### src/rtl/user_packet_framer_pkg.sv
// User packet framer shared types.
// Header layout, FSM states and the framed output word.
package user_packet_framer_pkg;

  localparam int DATA_W = 128;

  localparam int HDR_DST_LSB  = 0;
  localparam int HDR_DST_W    = 8;
  localparam int HDR_SRC_LSB  = 8;
  localparam int HDR_SRC_W    = 8;
  localparam int HDR_TYPE_LSB = 16;
  localparam int HDR_TYPE_W   = 4;
  localparam int HDR_LEN_LSB  = 20;
  localparam int HDR_LEN_W    = 8;

  typedef struct packed {
    logic              valid;
    logic [DATA_W-1:0] data;
    logic              last;
  } PacketWord;

  typedef enum logic [1:0] {
    IDLE,
    HEADER,
    PAYLOAD,
    DRAIN
  } fsm_state_t;

  function automatic logic [DATA_W-1:0] make_header(
    input logic [HDR_DST_W-1:0]  dst,
    input logic [HDR_SRC_W-1:0]  src,
    input logic [HDR_TYPE_W-1:0] typ,
    input logic [HDR_LEN_W-1:0]  len
  );
    logic [DATA_W-1:0] h;
    h = '0;
    h[HDR_DST_LSB  +: HDR_DST_W]  = dst;
    h[HDR_SRC_LSB  +: HDR_SRC_W]  = src;
    h[HDR_TYPE_LSB +: HDR_TYPE_W] = typ;
    h[HDR_LEN_LSB  +: HDR_LEN_W]  = len;
    return h;
  endfunction

endpackage

### src/rtl/user_packet_framer_if.sv
// Request, payload and framed TX channels of the packet framer.
// master is the user side, slave is the framer.
interface user_packet_framer_if;
  import user_packet_framer_pkg::*;

  logic                   req_valid;
  logic                   req_ready;
  logic [HDR_DST_W-1:0]   req_dst;
  logic [HDR_TYPE_W-1:0]  req_type;
  logic [HDR_LEN_W-1:0]   req_len;

  logic                   payload_valid;
  logic                   payload_ready;
  logic [DATA_W-1:0]      payload_data;
  logic                   payload_last;

  PacketWord              packet_tx;
  logic                   packet_tx_ready;

  modport master (
    output req_valid,
    output req_dst,
    output req_type,
    output req_len,
    input  req_ready,
    output payload_valid,
    output payload_data,
    output payload_last,
    input  payload_ready,
    input  packet_tx,
    output packet_tx_ready
  );

  modport slave (
    input  req_valid,
    input  req_dst,
    input  req_type,
    input  req_len,
    output req_ready,
    input  payload_valid,
    input  payload_data,
    input  payload_last,
    output payload_ready,
    output packet_tx,
    input  packet_tx_ready
  );

endinterface

### src/rtl/user_packet_framer_out_reg.sv
// Single-entry output register with valid/ready.
// A held word never changes until it transfers.
module framer_out_reg
  import user_packet_framer_pkg::*;
(
  input  logic              clk,
  input  logic              rst_n,
  input  logic              load,
  input  logic [DATA_W-1:0] data,
  input  logic              last,
  output logic              loadable,
  output PacketWord         word,
  input  logic              ready
);

  assign loadable = !word.valid || ready;

  always_ff @(posedge clk) begin
    if (!rst_n) begin
      word <= '0;
    end else if (loadable) begin
      word.valid <= load;
      if (load) begin
        word.data <= data;
        word.last <= last;
      end
    end
  end

endmodule

### src/rtl/user_packet_framer.sv
// Frames a request plus payload beats into header + payload words.
// Length mismatches are truncated or drained and counted as errors.
module user_packet_framer
  import user_packet_framer_pkg::*;
#(
  parameter int          MAX_LINES = 16,
  parameter logic [7:0]  SRC_ID    = 8'h00
) (
  input  logic                  clk,
  input  logic                  rst_n,
  user_packet_framer_if.slave   bus,
  output logic [31:0]           packets_sent,
  output logic [19:0]           tx_lines,
  output logic [7:0]            error_count
);

  localparam logic [7:0] MAX_LEN = 8'(MAX_LINES);

  fsm_state_t             state;
  fsm_state_t             state_nx;

  logic [HDR_DST_W-1:0]   dst_q;
  logic [HDR_TYPE_W-1:0]  type_q;
  logic [HDR_LEN_W-1:0]   len_q;
  logic [7:0]             beat_cnt;
  logic [8:0]             beat_num;
  logic                   at_len;
  logic                   req_ok;

  logic                   loadable;
  logic                   load;
  logic [DATA_W-1:0]      ld_data;
  logic                   ld_last;

  logic                   latch_req;
  logic                   clr_beat;
  logic                   inc_beat;
  logic                   inc_err;
  logic                   inc_sent;

  assign req_ok   = (bus.req_len != 8'd0) && (bus.req_len <= MAX_LEN);
  assign beat_num = {1'b0, beat_cnt} + 9'd1;
  assign at_len   = beat_num == {1'b0, len_q};

  always_comb begin
    state_nx          = state;
    bus.req_ready     = 1'b0;
    bus.payload_ready = 1'b0;
    load              = 1'b0;
    ld_data           = bus.payload_data;
    ld_last           = 1'b0;
    latch_req         = 1'b0;
    clr_beat          = 1'b0;
    inc_beat          = 1'b0;
    inc_err           = 1'b0;
    inc_sent          = 1'b0;
    unique case (state)
      IDLE: begin
        if (bus.req_valid) begin
          bus.req_ready = 1'b1;
          if (req_ok) begin
            latch_req = 1'b1;
            clr_beat  = 1'b1;
            state_nx  = HEADER;
          end else begin
            inc_err = 1'b1;
          end
        end
      end
      HEADER: begin
        if (loadable) begin
          load     = 1'b1;
          ld_data  = make_header(dst_q, SRC_ID, type_q, len_q);
          state_nx = PAYLOAD;
        end
      end
      PAYLOAD: begin
        bus.payload_ready = loadable;
        if (bus.payload_valid && loadable) begin
          load     = 1'b1;
          inc_beat = 1'b1;
          ld_last  = at_len || bus.payload_last;
          if (ld_last) begin
            inc_sent = 1'b1;
            // early last or missing last are both mismatches
            inc_err  = at_len != bus.payload_last;
            state_nx = (at_len && !bus.payload_last) ? DRAIN : IDLE;
          end
        end
      end
      DRAIN: begin
        bus.payload_ready = 1'b1;
        if (bus.payload_valid && bus.payload_last) begin
          state_nx = IDLE;
        end
      end
      default: state_nx = IDLE;
    endcase
    if (!rst_n) begin
      bus.req_ready     = 1'b0;
      bus.payload_ready = 1'b0;
      load              = 1'b0;
    end
  end

  always_ff @(posedge clk) begin
    if (!rst_n) begin
      state <= IDLE;
    end else begin
      state <= state_nx;
    end
  end

  always_ff @(posedge clk) begin
    if (!rst_n) begin
      dst_q        <= '0;
      type_q       <= '0;
      len_q        <= '0;
      beat_cnt     <= '0;
      packets_sent <= '0;
      tx_lines     <= '0;
      error_count  <= '0;
    end else begin
      if (latch_req) begin
        dst_q  <= bus.req_dst;
        type_q <= bus.req_type;
        len_q  <= bus.req_len;
      end
      if (clr_beat) begin
        beat_cnt <= '0;
      end else if (inc_beat) begin
        beat_cnt <= beat_cnt + 8'd1;
      end
      if (inc_sent) begin
        packets_sent <= packets_sent + 32'd1;
      end
      if (inc_err && error_count != 8'hFF) begin
        error_count <= error_count + 8'd1;
      end
      if (bus.packet_tx.valid && bus.packet_tx_ready) begin
        tx_lines <= tx_lines + 20'd1;
      end
    end
  end

  framer_out_reg u_out (
    .clk      (clk),
    .rst_n    (rst_n),
    .load     (load),
    .data     (ld_data),
    .last     (ld_last),
    .loadable (loadable),
    .word     (bus.packet_tx),
    .ready    (bus.packet_tx_ready)
  );

endmodule
### src/flat_wrapper.sv
// flat-port wrapper written by rule: the top's interface ports become plain ports
module user_packet_framer_flat import user_packet_framer_pkg::*;
#(
  parameter int          MAX_LINES = 16,
  parameter logic [7:0]  SRC_ID    = 8'h00
)
  (clk, rst_n, packets_sent, tx_lines, error_count, bus_req_valid, bus_req_dst, bus_req_type, bus_req_len, bus_req_ready, bus_payload_valid, bus_payload_data, bus_payload_last, bus_payload_ready, bus_packet_tx, bus_packet_tx_ready);
  user_packet_framer_if bus_i ();
  input  logic clk;
  input  logic rst_n;
  output logic [31:0] packets_sent;
  output logic [19:0] tx_lines;
  output logic [7:0] error_count;
  input wire logic [$bits(bus_i.req_valid)-1:0] bus_req_valid;
  input wire logic [$bits(bus_i.req_dst)-1:0] bus_req_dst;
  input wire logic [$bits(bus_i.req_type)-1:0] bus_req_type;
  input wire logic [$bits(bus_i.req_len)-1:0] bus_req_len;
  output wire logic [$bits(bus_i.req_ready)-1:0] bus_req_ready;
  input wire logic [$bits(bus_i.payload_valid)-1:0] bus_payload_valid;
  input wire logic [$bits(bus_i.payload_data)-1:0] bus_payload_data;
  input wire logic [$bits(bus_i.payload_last)-1:0] bus_payload_last;
  output wire logic [$bits(bus_i.payload_ready)-1:0] bus_payload_ready;
  output wire logic [$bits(bus_i.packet_tx)-1:0] bus_packet_tx;
  input wire logic [$bits(bus_i.packet_tx_ready)-1:0] bus_packet_tx_ready;
  assign bus_i.req_valid = bus_req_valid;
  assign bus_i.req_dst = bus_req_dst;
  assign bus_i.req_type = bus_req_type;
  assign bus_i.req_len = bus_req_len;
  assign bus_req_ready = bus_i.req_ready;
  assign bus_i.payload_valid = bus_payload_valid;
  assign bus_i.payload_data = bus_payload_data;
  assign bus_i.payload_last = bus_payload_last;
  assign bus_payload_ready = bus_i.payload_ready;
  assign bus_packet_tx = bus_i.packet_tx;
  assign bus_i.packet_tx_ready = bus_packet_tx_ready;
  user_packet_framer #(.MAX_LINES(MAX_LINES), .SRC_ID(SRC_ID)) u_core (.clk(clk), .rst_n(rst_n), .bus(bus_i), .packets_sent(packets_sent), .tx_lines(tx_lines), .error_count(error_count));
endmodule
### config.mk
export PLATFORM = sky130hd
export DESIGN_NAME = user_packet_framer_flat
export DESIGN_NICKNAME = d
export VERILOG_FILES = /design/src/rtl/user_packet_framer_pkg.sv /design/src/rtl/user_packet_framer_if.sv /design/src/rtl/user_packet_framer_out_reg.sv /design/src/rtl/user_packet_framer.sv /design/src/flat_wrapper.sv
export SDC_FILE = /design/constraint.sdc
export NUM_CORES = 1
export LEC_CHECK = 0
export BUFFER_PORTS_ARGS = -buffer_cell sky130_fd_sc_hd__buf_2
export CAP_MARGIN = 5
export CORE_UTILIZATION = 30
export DETAILED_ROUTE_END_ITERATION = 12
export GPL_ROUTABILITY_DRIVEN = 1
export PLACE_DENSITY = 0.5
export SLEW_MARGIN = 20
export SYNTH_ARGS = -nofsm -noshare
export SYNTH_HDL_FRONTEND = slang
export SYNTH_SLANG_ARGS = --single-unit
### constraint.sdc
create_clock -name clk -period 5.7 [get_ports clk]
set_clock_uncertainty 0.1 [all_clocks]
set_input_delay 0.855 -clock clk [delete_from_list [all_inputs] [get_ports clk]]
set_output_delay 0.855 -clock clk [all_outputs]
set_load 0.05 [all_outputs]
# [Word-level counts from Yosys, hierarchy flattened]
# Index checks and enable logic that the tools add are counted.
[word_totals] register_bits=220 in_bits=154 output_inout_bits=192
[classes] n_addsub=5 magnitude_cmp=1 eq_ne=12 mux=32 bitwise_logic=1 n_reduce_logical=15
[op_table] operator="two-way mux 128 bit" n=1
[op_table] operator="adder 32 x 1 -> 32 bit, second input constant" n=1
[op_table] operator="adder 20 x 1 -> 20 bit, second input constant" n=1
[op_table] operator="two-way mux 1 bit" n=20
[op_table] operator="adder 8 x 1 -> 8 bit, second input constant" n=2
[op_table] operator="two-way mux 2 bit" n=7
[op_table] operator="inequality test 2 x 1 -> 1 bit, second input constant" n=5
[op_table] operator="adder 8 x 1 -> 9 bit, second input constant" n=1
[op_table] operator="equality test 9 x 8 -> 1 bit" n=1
[op_table] operator="<= comparator 8 x 5 -> 1 bit, second input constant" n=1
[op_table] operator="inequality test 8 bit, second input constant" n=1
[op_table] operator="one-hot mux 2 bit (4 select lines)" n=1
[op_table] operator="nonzero test 8 bit" n=1
[op_table] operator="logical AND 1 bit" n=6
[op_table] operator="one-hot mux 1 bit (2 select lines)" n=3
[op_table] operator="AND reduction 6 bit" n=1
[op_table] operator="equality test 2 bit, second input constant" n=2
[op_table] operator="equality test 2 x 1 -> 1 bit, second input constant" n=1
[op_table] operator="logical NOT 1 bit" n=2
[op_table] operator="logical NOT 2 bit" n=1
[op_table] operator="logical OR 1 bit" n=2
[op_table] operator="inequality test 2 bit, second input constant" n=1
[op_table] operator="AND reduction 2 bit" n=1
[op_table] operator="OR reduction 2 bit" n=1
[op_table] operator="other kinds (2)" n=2

# [Logic depth before layout (Yosys ltp)]
# Gate-level depths: netlist of the first run.
[depth] depth_word=7 mapped_depth=12 ltp_nobuf=11

# [Hierarchy]
# A second synthesis of the first run with hierarchy kept.
[hier_totals] cells_unflattened=1190 area_unflattened_um2=10515.1
[by_module_without_submodules] module="user_packet_framer" n_inst=1 cells_each=625 area_each_um2=5331.4 seq_area_each_um2=1801.7
[by_module_without_submodules] module="framer_out_reg" n_inst=1 cells_each=565 area_each_um2=5183.7 seq_area_each_um2=2602.5

# [Worst setup path after synthesis of the first run]
# No wires, ideal clock.
[synth_path] path_kind="input to output" from="input rst_n" to="output bus_payload_ready" t_arrival_ps=2298 t_required_ps=4745 setup_slack_ps=2447 cell_stages=5 path_buffers=3 cell_sequence="clkbuf_1 inv_2 clkbuf_1 buf_1 nor2_1"
[synth_via] elab_chain_len=1
[synth_lines] element="start: declaration" line="flat_wrapper.sv:10" text="input logic rst_n;"
[synth_lines] element="two-way mux 1 bit" line="user_packet_framer.sv:99" text="if (!rst_n) begin"
[synth_lines] element="end: declaration" line="flat_wrapper.sv:22" text="output wire logic [$bits(bus_i.payload_ready)-1:0] bus_payload_ready;"
# Every way passes these cells.

# [Worst setup path after layout of the first run]
[layout_path] from="register u_core.beat_cnt[0]" to="register u_core.packets_sent[26]"
[layout_via] elab_chain_len=6
[layout_lines] element="start: declaration" line="user_packet_framer.sv:25" text="logic [7:0] beat_cnt;"
[layout_lines] element="start signal: assignment" line="user_packet_framer.sv:132" text="beat_cnt <= beat_cnt + 8'd1;"
[layout_lines] element="adder 8 x 1 -> 9 bit" line="user_packet_framer.sv:42" text="assign beat_num = {1'b0, beat_cnt} + 9'd1;"
[layout_lines] element="equality test 9 x 8 -> 1 bit" line="user_packet_framer.sv:43" text="assign at_len = beat_num == {1'b0, len_q};"
[layout_lines] element="logical OR 1 bit" line="user_packet_framer.sv:82" text="ld_last = at_len || bus.payload_last;"
[layout_lines] element="two-way mux 1 bit" line="user_packet_framer.sv:83" text="if (ld_last) begin"
[layout_lines] element="two-way mux 1 bit" line="user_packet_framer.sv:79" text="if (bus.payload_valid && loadable) begin"
[layout_lines] element="two-way mux 1 bit" line="user_packet_framer.sv:57" text="unique case (state)"
[layout_lines] element="end signal: assignment" line="user_packet_framer.sv:135" text="packets_sent <= packets_sent + 32'd1;"
[layout_lines] element="end: declaration" line="user_packet_framer.sv:12" text="output logic [31:0] packets_sent,"
# Every way passes these cells.
# A chain may end at the register's enable or synchronous reset.

==> impl_metrics.tcl, run 1 <==
set metrics [dict create \
    wl_mm 29.0 \
    cts_setup_buffers 0 \
    postSynthCellCount 1094 \
    n_antenna_cell 0 \
    grt_usage 0.170 \
    outcome "finished, final reports clean" \
    cp_slowest_cell "or4_1" \
    grt_antenna_before_repair 1 \
    setup_viol 0 \
    synth_nets 1258 \
    clk_path_buf_depth 3 \
    first_global_vias 7727 \
    cts_buffers 26 \
    drive_gt1_frac 0.286 \
    final_cell_mix "buf_2, dfxtp_1, nand2_1" \
    num_vias 8683 \
    maxSlewHeadroom 0.298 \
    mostFrequentLayoutCell "buf_2" \
    ff2ff_setup_slack_ns 1.88 \
    clkTransAtPathRegs_ns 0.06 \
    final_util 0.400 \
    start_util 0.304 \
    critPathLaunchType "flop" \
    via_per_inst 4.81 \
    synth-seq-cells 220 \
    htreeDepth 1 \
    nets 1556 \
    tritoncts "yes" \
    synthArstFlopShare 0 \
    cp_common_cell "ha_1" \
    synth_edf_count 0 \
    grt_pass1_wl_mm 43.2 \
    synth_ff_type "dfxtp_1" \
    grt_max_degree 92 \
    critPathKind "flop to flop" \
    fp.dieW_um 178 \
    fp.coreArea_mm2 0.0305 \
    clk_latency_ns 0.53 \
    rows 64 \
    synth.distinct_cells 49 \
    fin_setup_tns_ns 0 \
    place_area_mm2 0.0113 \
    die-height_um 178 \
    rsz0062_at_grt "false" \
    ctsResizeCount 0 \
    cp_top_family "simple AND/OR/NAND/NOR gates" \
    hp-class "flop to flop" \
    cts_root_buf "clkbuf_16" \
    path_max_fanout 13 \
    worstPathRequired_ns 6.05 \
    area_growth_syn_to_layout_pct 31.3 \
    fill_cells 3207 \
    portBuffers 345 \
    cap_viol_max_count 0 \
    wl_per_cell_um 16.1 \
    max_freq_mhz 262 \
    path_buf_inv 0 \
    power.leakage_nw 4.87 \
    fin_hold_ws_ns 0.344 \
    fin_crit_ns 3.82 \
    syn_avg_cell_area_um2 8.49 \
    cp_data_arrival_time_ns 4.18 \
    cts_num_sinks 220 \
    maxSlewViolCount 0 \
    ant_nets 0 \
    power-per-cell-area_mw_per_mm2 285 \
    routabilityCongestion 0.760 \
    synth_area_mm2 0.00929 \
    fin_crit_sh 0.671 \
    path_cells "ha_1 > and2_1 > o21ai_0 > o311a_1 > o2111ai_1 > ha_1 > nor2b_1 > nand4_1 > or4_1 > or3_1 > a21oi_1" \
    drt-initial-drc-count 405 \
    design_area_mm2 0.0122 \
    tightest_slew_ns 1.05 \
    drt_first_pass_iters 5 \
    dp_hpwl_mm 19.9 \
    seq_area_frac_synth 0.474 \
    boundaryPins 346 \
    peakVddDrop_v 0.000184 \
    die_area_mm2 0.0317 \
    synth_warnings 0 \
    slowest_delay_ns 0.85 \
    grt_overflow 0 \
    drcViolationCount 0 \
    postCtsHoldBufs 0 \
    endpoint_kind "flop" \
    hold_viol 0 \
]
## worst paths after layout
kind                               from                 endpoint  cells after the start
setup / recovery     u_core.beat_cnt[0]  u_core.packets_sent[26]                     11
hold / removal    u_core.u_out.word[10]    u_core.u_out.word[10]                      2
setup reg to reg     u_core.beat_cnt[0]  u_core.packets_sent[26]                     11
hold reg to reg   u_core.u_out.word[10]    u_core.u_out.word[10]                      2
## area by class of cell
| cell class | count | area, um^2 | share of cell area |
|---|---|---|---|
| Multi-Input combinational cell | 771 | 4540 | 0.372 |
| Sequential cell | 220 | 4400 | 0.361 |
| Timing Repair Buffer | 353 | 1800 | 0.148 |
| Clock buffer | 39 | 749 | 0.0615 |
| Tap cell | 396 | 495 | 0.0406 |
| Clock inverter | 8 | 130 | 0.0107 |
| Inverter | 20 | 80.1 | 0.00657 |
## Yosys cell counts, types with 2 or more instances
cell type	number	area (um^2)
dfxtp_1	220	4400
nand2_1	156	586
a21oi_1	150	751
nand3b_1	109	818
nor2_1	76	285
clkbuf_1	73	274
o21ai_0	42	210
xnor2_1	35	307
mux2i_1	24	240
or3_1	22	138
nand3_1	21	105
a211oi_1	20	150
inv_1	19	71.3
xor2_1	18	158
nand4_1	16	100
nor3_1	14	70.1
ha_1	10	125
nor4_1	9	56.3
buf_1	8	30.0
and2_1	6	37.5
and3_1	6	37.5
and4_1	6	52.6
buf_2	2	10.0
nand2b_1	2	12.5
nor2b_1	2	12.5
o2111a_1	2	22.5
o2111ai_1	2	17.5
o311a_1	2	20.0
or2_2	2	12.5
## worst register-to-register path: stages (launching register included)
cell and delay, ns:
dfxtp_1 0.36, ha_1 0.28, and2_1 0.18, o21ai_0 0.15, o311a_1 0.21, o2111ai_1 0.17
ha_1 0.26, nor2b_1 0.19, nand4_1 0.46, or4_1 0.85, or3_1 0.41, a21oi_1 0.14
## cells by family after synthesis
family | share of synthesized area
compound gates | 0.137
xor+xnor | 0.0500
fa+ha+maj | 0.0135
buf+inv | 0.0419
flops | 0.474
mux | 0.0259
simple gates | 0.258
## registers in the layout, indices dropped and copies added, names as in the netlist
register / count
u_core.beat_cnt: 8
u_core.dst_q: 8
u_core.error_count: 8
u_core.len_q: 8
u_core.packets_sent: 32
u_core.state: 2
u_core.tx_lines: 20
u_core.type_q: 4
u_core.u_out.word: 130
## metal layers
metal  track usage  wire [um]
met4        0.0474        549
met5             0          8
met1         0.227      13200
met3        0.0362       1960
met2         0.273      13300
## per-stage QoR
stage	power, mW	instances	setup slack (ns)
after detailed placement	1.80	1760	1.92
after global routing	3.61	1807	1.57
after floorplan	1.70	1094	2.45
final	3.48	1807	1.88
after CTS	3.53	1807	1.89
after global placement	1.80	1760	1.99
## power by group
group | leakage, nW | switching [mW] | internal (mW)
Sequential | 1.77 | 0.00878 | 1.55
Clock | 0.431 | 0.671 | 1.04
Combinational | 2.67 | 0.123 | 0.0832
Total | 4.87 | 0.803 | 2.67
Note: power is estimated with default switching activity, not from simulation.
==> run 2: changes to the inputs <==
Clock period 5.7 ns to 3.6 ns, I/O delays scaled along.
==> run 2 against run 1 <==
Against the previous run: non-clock buffer count grew 5; global-route usage is essentially flat; final area grew 0.12%; sequential power grew 59%; cell count grew 0.39%; via count grew 1.4%; sequential share of layout area is essentially flat; maximum frequency grew 14%; hold slack lost 0.20 ns; routed wire length shrank 0.11%.
==> impl_metrics.tcl, run 2 (synthesis gave the netlist of run 1 again) <==
set metrics [dict create \
    postCtsHoldBufs 0 \
    dp.cells 1765 \
    fill_cells 3146 \
    nets 1562 \
    pre_cts_slack_ns 0.256 \
    rsz0062_at_grt "false" \
    ant_nets 0 \
    reg_top3 "u_core.u_out.word x130, u_core.packets_sent x32, u_core.tx_lines x20" \
    dp_hpwl_mm 19.8 \
    maxSlewHeadroom 0.403 \
    cts_root_buf "clkbuf_16" \
    htreeDepth 1 \
    drt-initial-drc-count 460 \
    grt_antenna_before_repair 3 \
    cts_buffers 27 \
    grt_overflow 0 \
    drcViolationCount 0 \
    wl_per_cell_um 16.0 \
    die-height_um 178 \
    first_global_vias 7750 \
    cp_data_arrival_time_ns 3.69 \
    path_max_fanout 10 \
    num_vias 8807 \
    endpoint_kind "flop" \
    rows 64 \
    maxSlewViolCount 0 \
    fin_crit_ns 3.34 \
    outcome "finished, final reports clean" \
    max_freq_mhz 299 \
    critPathLaunch "u_core.beat_cnt[2]" \
    wl_mm 29.0 \
    clk_latency_ns 0.53 \
    die_area_mm2 0.0317 \
    fp.coreArea_mm2 0.0305 \
    critPathLaunchType "flop" \
    power-per-cell-area_mw_per_mm2 437 \
    worstPathRequired_ns 3.95 \
    start_util 0.304 \
    largest_register "u_core.u_out.word" \
    drive_gt1_frac 0.285 \
    ctsResizeCount 0 \
    cap_viol_max_count 0 \
    clkTransAtPathRegs_ns 0.06 \
    hp-class "primary input to flop" \
    mostFrequentLayoutCell "buf_2" \
    cts_num_sinks 220 \
    power_mw 5.34 \
    grt_usage 0.170 \
    clk_path_buf_depth 3 \
    power.leakage_nw 4.88 \
    grt_max_degree 158 \
    fin_cells 1814 \
    fin_hold_ws_ns 0.145 \
    fp.dieW_um 178 \
    cts_setup_buffers 0 \
    setup_slack_ns 0.258 \
    hold_viol 0 \
    min-delay-start "bus_req_type[2]" \
    routabilityCongestion 0.775 \
    largest_reg_flops 130 \
    tightest_slew_ns 0.896 \
    critPathKind "flop to flop" \
    boundaryPins 346 \
    grt_pass1_wl_mm 43.3 \
    drt_first_pass_iters 5 \
    portBuffers 345 \
    peakVddDrop_v 0.000293 \
    fin_crit_sh 0.928 \
    final_cell_mix "buf_2, dfxtp_1, nand2_1" \
    via_per_inst 4.86 \
    setup_viol 0 \
    area_growth_syn_to_layout_pct 31.5 \
    r2r_start "u_core.beat_cnt[2]" \
    fin_setup_tns_ns 0 \
    tritoncts "yes" \
]
-- run 2: worst max-delay path, stage by stage, from the launching register on --
cell	delay, ns
dfxtp_1	0.44
and3_1	0.21
and3_1	0.23
nand3_1	0.11
xnor2_1	0.21
o2111ai_1	0.17
ha_1	0.25
nor2b_1	0.19
nand4_1	0.14
or4_1	0.69
or3_1	0.39
a21oi_1	0.13
-- run 2: metrics by stage --
stage,area (um^2),util
2_1_floorplan,9290,-
3_3_place_gp,11400,0.373
3_5_place_dp,11400,0.373
4_1_cts,12200,0.400
5_1_grt,12200,0.400
6_report,12200,0.400
-- run 2: area by class of cell --
class | count | area [um^2] | share of cell area
multi-input combinational | 771 | 4530 | 0.371
sequential | 220 | 4400 | 0.361
timing repair buffer | 358 | 1870 | 0.154
clock buffer | 41 | 758 | 0.0621
tap | 396 | 495 | 0.0406
inverter | 20 | 80.1 | 0.00656
clock inverter | 6 | 58.8 | 0.00482
antenna | 2 | 5.00 | 0.000410
-- run 2: path summary, 6_finish.rpt --
path                                  end  slack (ns)  cells after the start
setup reg to reg  u_core.packets_sent[26]        0.26                     11
hold / removal           u_core.type_q[2]        0.15                      3
hold reg to reg    u_core.u_out.word[117]        0.34                      2
setup / recovery  u_core.packets_sent[26]        0.26                     11
-- run 2: power breakdown --
| part | total, mW | switching, mW | internal, mW |
|---|---|---|---|
| clock network | 2.54 | 1.03 | 1.51 |
| registers | 2.46 | 0.0142 | 2.45 |
| logic | 0.335 | 0.198 | 0.137 |
| total | 5.34 | 1.24 | 4.10 |
-- run 2: per-layer routing --
layer	share of wire	vias up	track usage
met4	0.018	4	0.0449
met2	0.46	264	0.273
li1	-	4401	-
met5	0.00062	-	0
met1	0.45	4091	0.223
met3	0.075	47	0.0450
==> run 3: changes to the inputs <==
Clock period 3.6 ns to 3.5 ns, I/O delays scaled along.
==> run 3 against run 2 <==
Against the previous run: combinational power rose by 4%; sequential share of layout area fell by 0.33 points; critical path depth did not move; highest routed layer unchanged; non-clock buffer count rose by 6; clock-buffer cell count did not move; largest power group unchanged.
==> impl_metrics.tcl, run 3 (synthesis gave the netlist of run 1 again) <==
set metrics [dict create \
    outcome "finished, final reports clean" \
    fin_hold_ws_ns 0.136 \
    final_cell_mix "buf_2, dfxtp_1, nand2_1" \
    clkPwrFrac 0.483 \
    num_vias 8660 \
    met3_usage 0.0390 \
    combPwrFrac 0.062 \
    portBuffers 345 \
    worstPathRequired_ns 3.84 \
    critPathKind "flop to flop" \
    dp_hpwl_mm 20.5 \
    grt_usage 0.173 \
    fin_setup_tns_ns 0 \
    ff2ff_setup_slack_ns 0.27 \
    path_max_fanout 11 \
    first_global_vias 7754 \
    postCtsHoldBufs 0 \
    wl_per_cell_um 16.2 \
    power-per-cell-area_mw_per_mm2 452 \
    fin_crit_sh 0.924 \
    maxSlewViolCount 0 \
    r2r_start "u_core.beat_cnt[3]" \
    power.leakage_nw 4.94 \
    cp_data_arrival_time_ns 3.58 \
    fin_crit_ns 3.23 \
    boundaryPins 346 \
    ant_nets 0 \
    die_area_mm2 0.0317 \
    drive_gt1_frac 0.292 \
    endpoint_kind "flop" \
    grt_overflow 0 \
    wl_mm 29.5 \
    nets 1567 \
    tightest_slew_ns 0.863 \
    min-delay-start "bus_req_dst[5]" \
    clk_latency_ns 0.53 \
    fp.coreArea_mm2 0.0305 \
    drcViolationCount 0 \
    p_sw_frac 0.231 \
    tritoncts "yes" \
    start_util 0.304 \
    worstRegToRegCells 11 \
    routabilityCongestion 0.786 \
    min_path_cells 3 \
    use_met1 0.233 \
    max_freq_mhz 309 \
    busiest_layer "met2" \
    largest_register "u_core.u_out.word" \
    hp-class "primary input to flop" \
    largest_reg_flops 130 \
    clk_path_buf_depth 3 \
    mostFrequentLayoutCell "buf_2" \
    dp.cells 1771 \
    clkTransAtPathRegs_ns 0.06 \
    setup_viol 0 \
    fp.dieW_um 178 \
    area_growth_syn_to_layout_pct 32.7 \
    rsz0062_at_grt "false" \
    maxSlewHeadroom 0.425 \
    seq_power_share 0.455 \
    htreeDepth 1 \
    die-height_um 178 \
    p_int_mw 4.29 \
    cts_root_buf "clkbuf_16" \
    rr_endpoint "u_core.packets_sent[25]" \
    reg_top3 "u_core.u_out.word x130, u_core.packets_sent x32, u_core.tx_lines x20" \
    gr-usage-met2 0.273 \
    via_per_inst 4.76 \
    grt_max_degree 161 \
    cts_setup_buffers 0 \
    peakVddDrop_v 0.000311 \
    ctsResizeCount 0 \
    grt_pass1_wl_mm 43.8 \
    grt_antenna_before_repair 1 \
    cts_num_sinks 220 \
    p_sw_mw 1.29 \
    hold_viol 0 \
    critPathLaunch "u_core.beat_cnt[3]" \
    cap_viol_max_count 0 \
    fin_cells 1819 \
    rows 64 \
    hold_end "u_core.dst_q[5]" \
    critPathLaunchType "flop" \
    power_mw 5.57 \
    drt-initial-drc-count 394 \
    drt_first_pass_iters 4 \
    final_util 0.404 \
    fill_cells 3182 \
    cts_buffers 26 \
]
[run 3: cell count changes in the layout (fill, tap and decap cells not counted), moves of 2 or more]
cell        before  now
buf_4            9   13
clkbuf_1        11    7
clkbuf_8         3    7
buf_12           4    6
clkinvlp_4       0    2
[run 3: metrics by stage]
step                      instance area (um^2)  setup WS [ns]
after global placement                   11500          0.239
after floorplan                           9290          0.508
after CTS                                12300          0.128
after detailed placement                 11500          0.133
after global routing                     12300         0.0415
final                                    12300          0.267
[run 3: power by group through the flow]
stage | Combinational, mW | Clock, mW | Sequential, mW
2_1_floorplan | 0.156 | 0 | 2.62
3_3_place_gp | 0.350 | 0 | 2.59
3_5_place_dp | 0.350 | 0 | 2.59
4_1_cts | 0.352 | 2.79 | 2.53
5_1_grt | 0.377 | 2.89 | 2.53
6_report | 0.347 | 2.69 | 2.53
[run 3: critical path, stage by stage, from the launching register on]
cell	delay [ns]
dfxtp_1	0.44
and3_1	0.21
and3_1	0.24
nand3_1	0.11
xnor2_1	0.20
o2111ai_1	0.16
ha_1	0.25
and4b_1	0.30
nand4_1	0.12
or3_1	0.51
or3_1	0.36
a21oi_1	0.14
[run 3: layer usage]
metal	wire length, um	up-vias
met5	8	-
met4	762	2
met3	1900	43
met2	13400	248
met1	13400	3950
li1	-	4417
[run 3: worst max path at each step]
stage,end,slack [ns]
after CTS,u_core.packets_sent[26],0.13
final,u_core.packets_sent[25],0.27
after detailed placement,u_core.packets_sent[26],0.13
after global placement,u_core.packets_sent[26],0.24
after floorplan,u_core.packets_sent[26],0.51
after global routing,u_core.packets_sent[25],0.04
[run 3: cell type report]
cell class	count	area, um^2	share of cell area
multi-input cells	771	4540	0.368
flip-flops and latches	220	4400	0.357
repair buffers	364	1940	0.158
clock buffers	41	798	0.0648
well taps	396	495	0.0402
inverters	20	80.1	0.00650
clock inverters	6	60.1	0.00487
diodes	1	2.50	0.000203
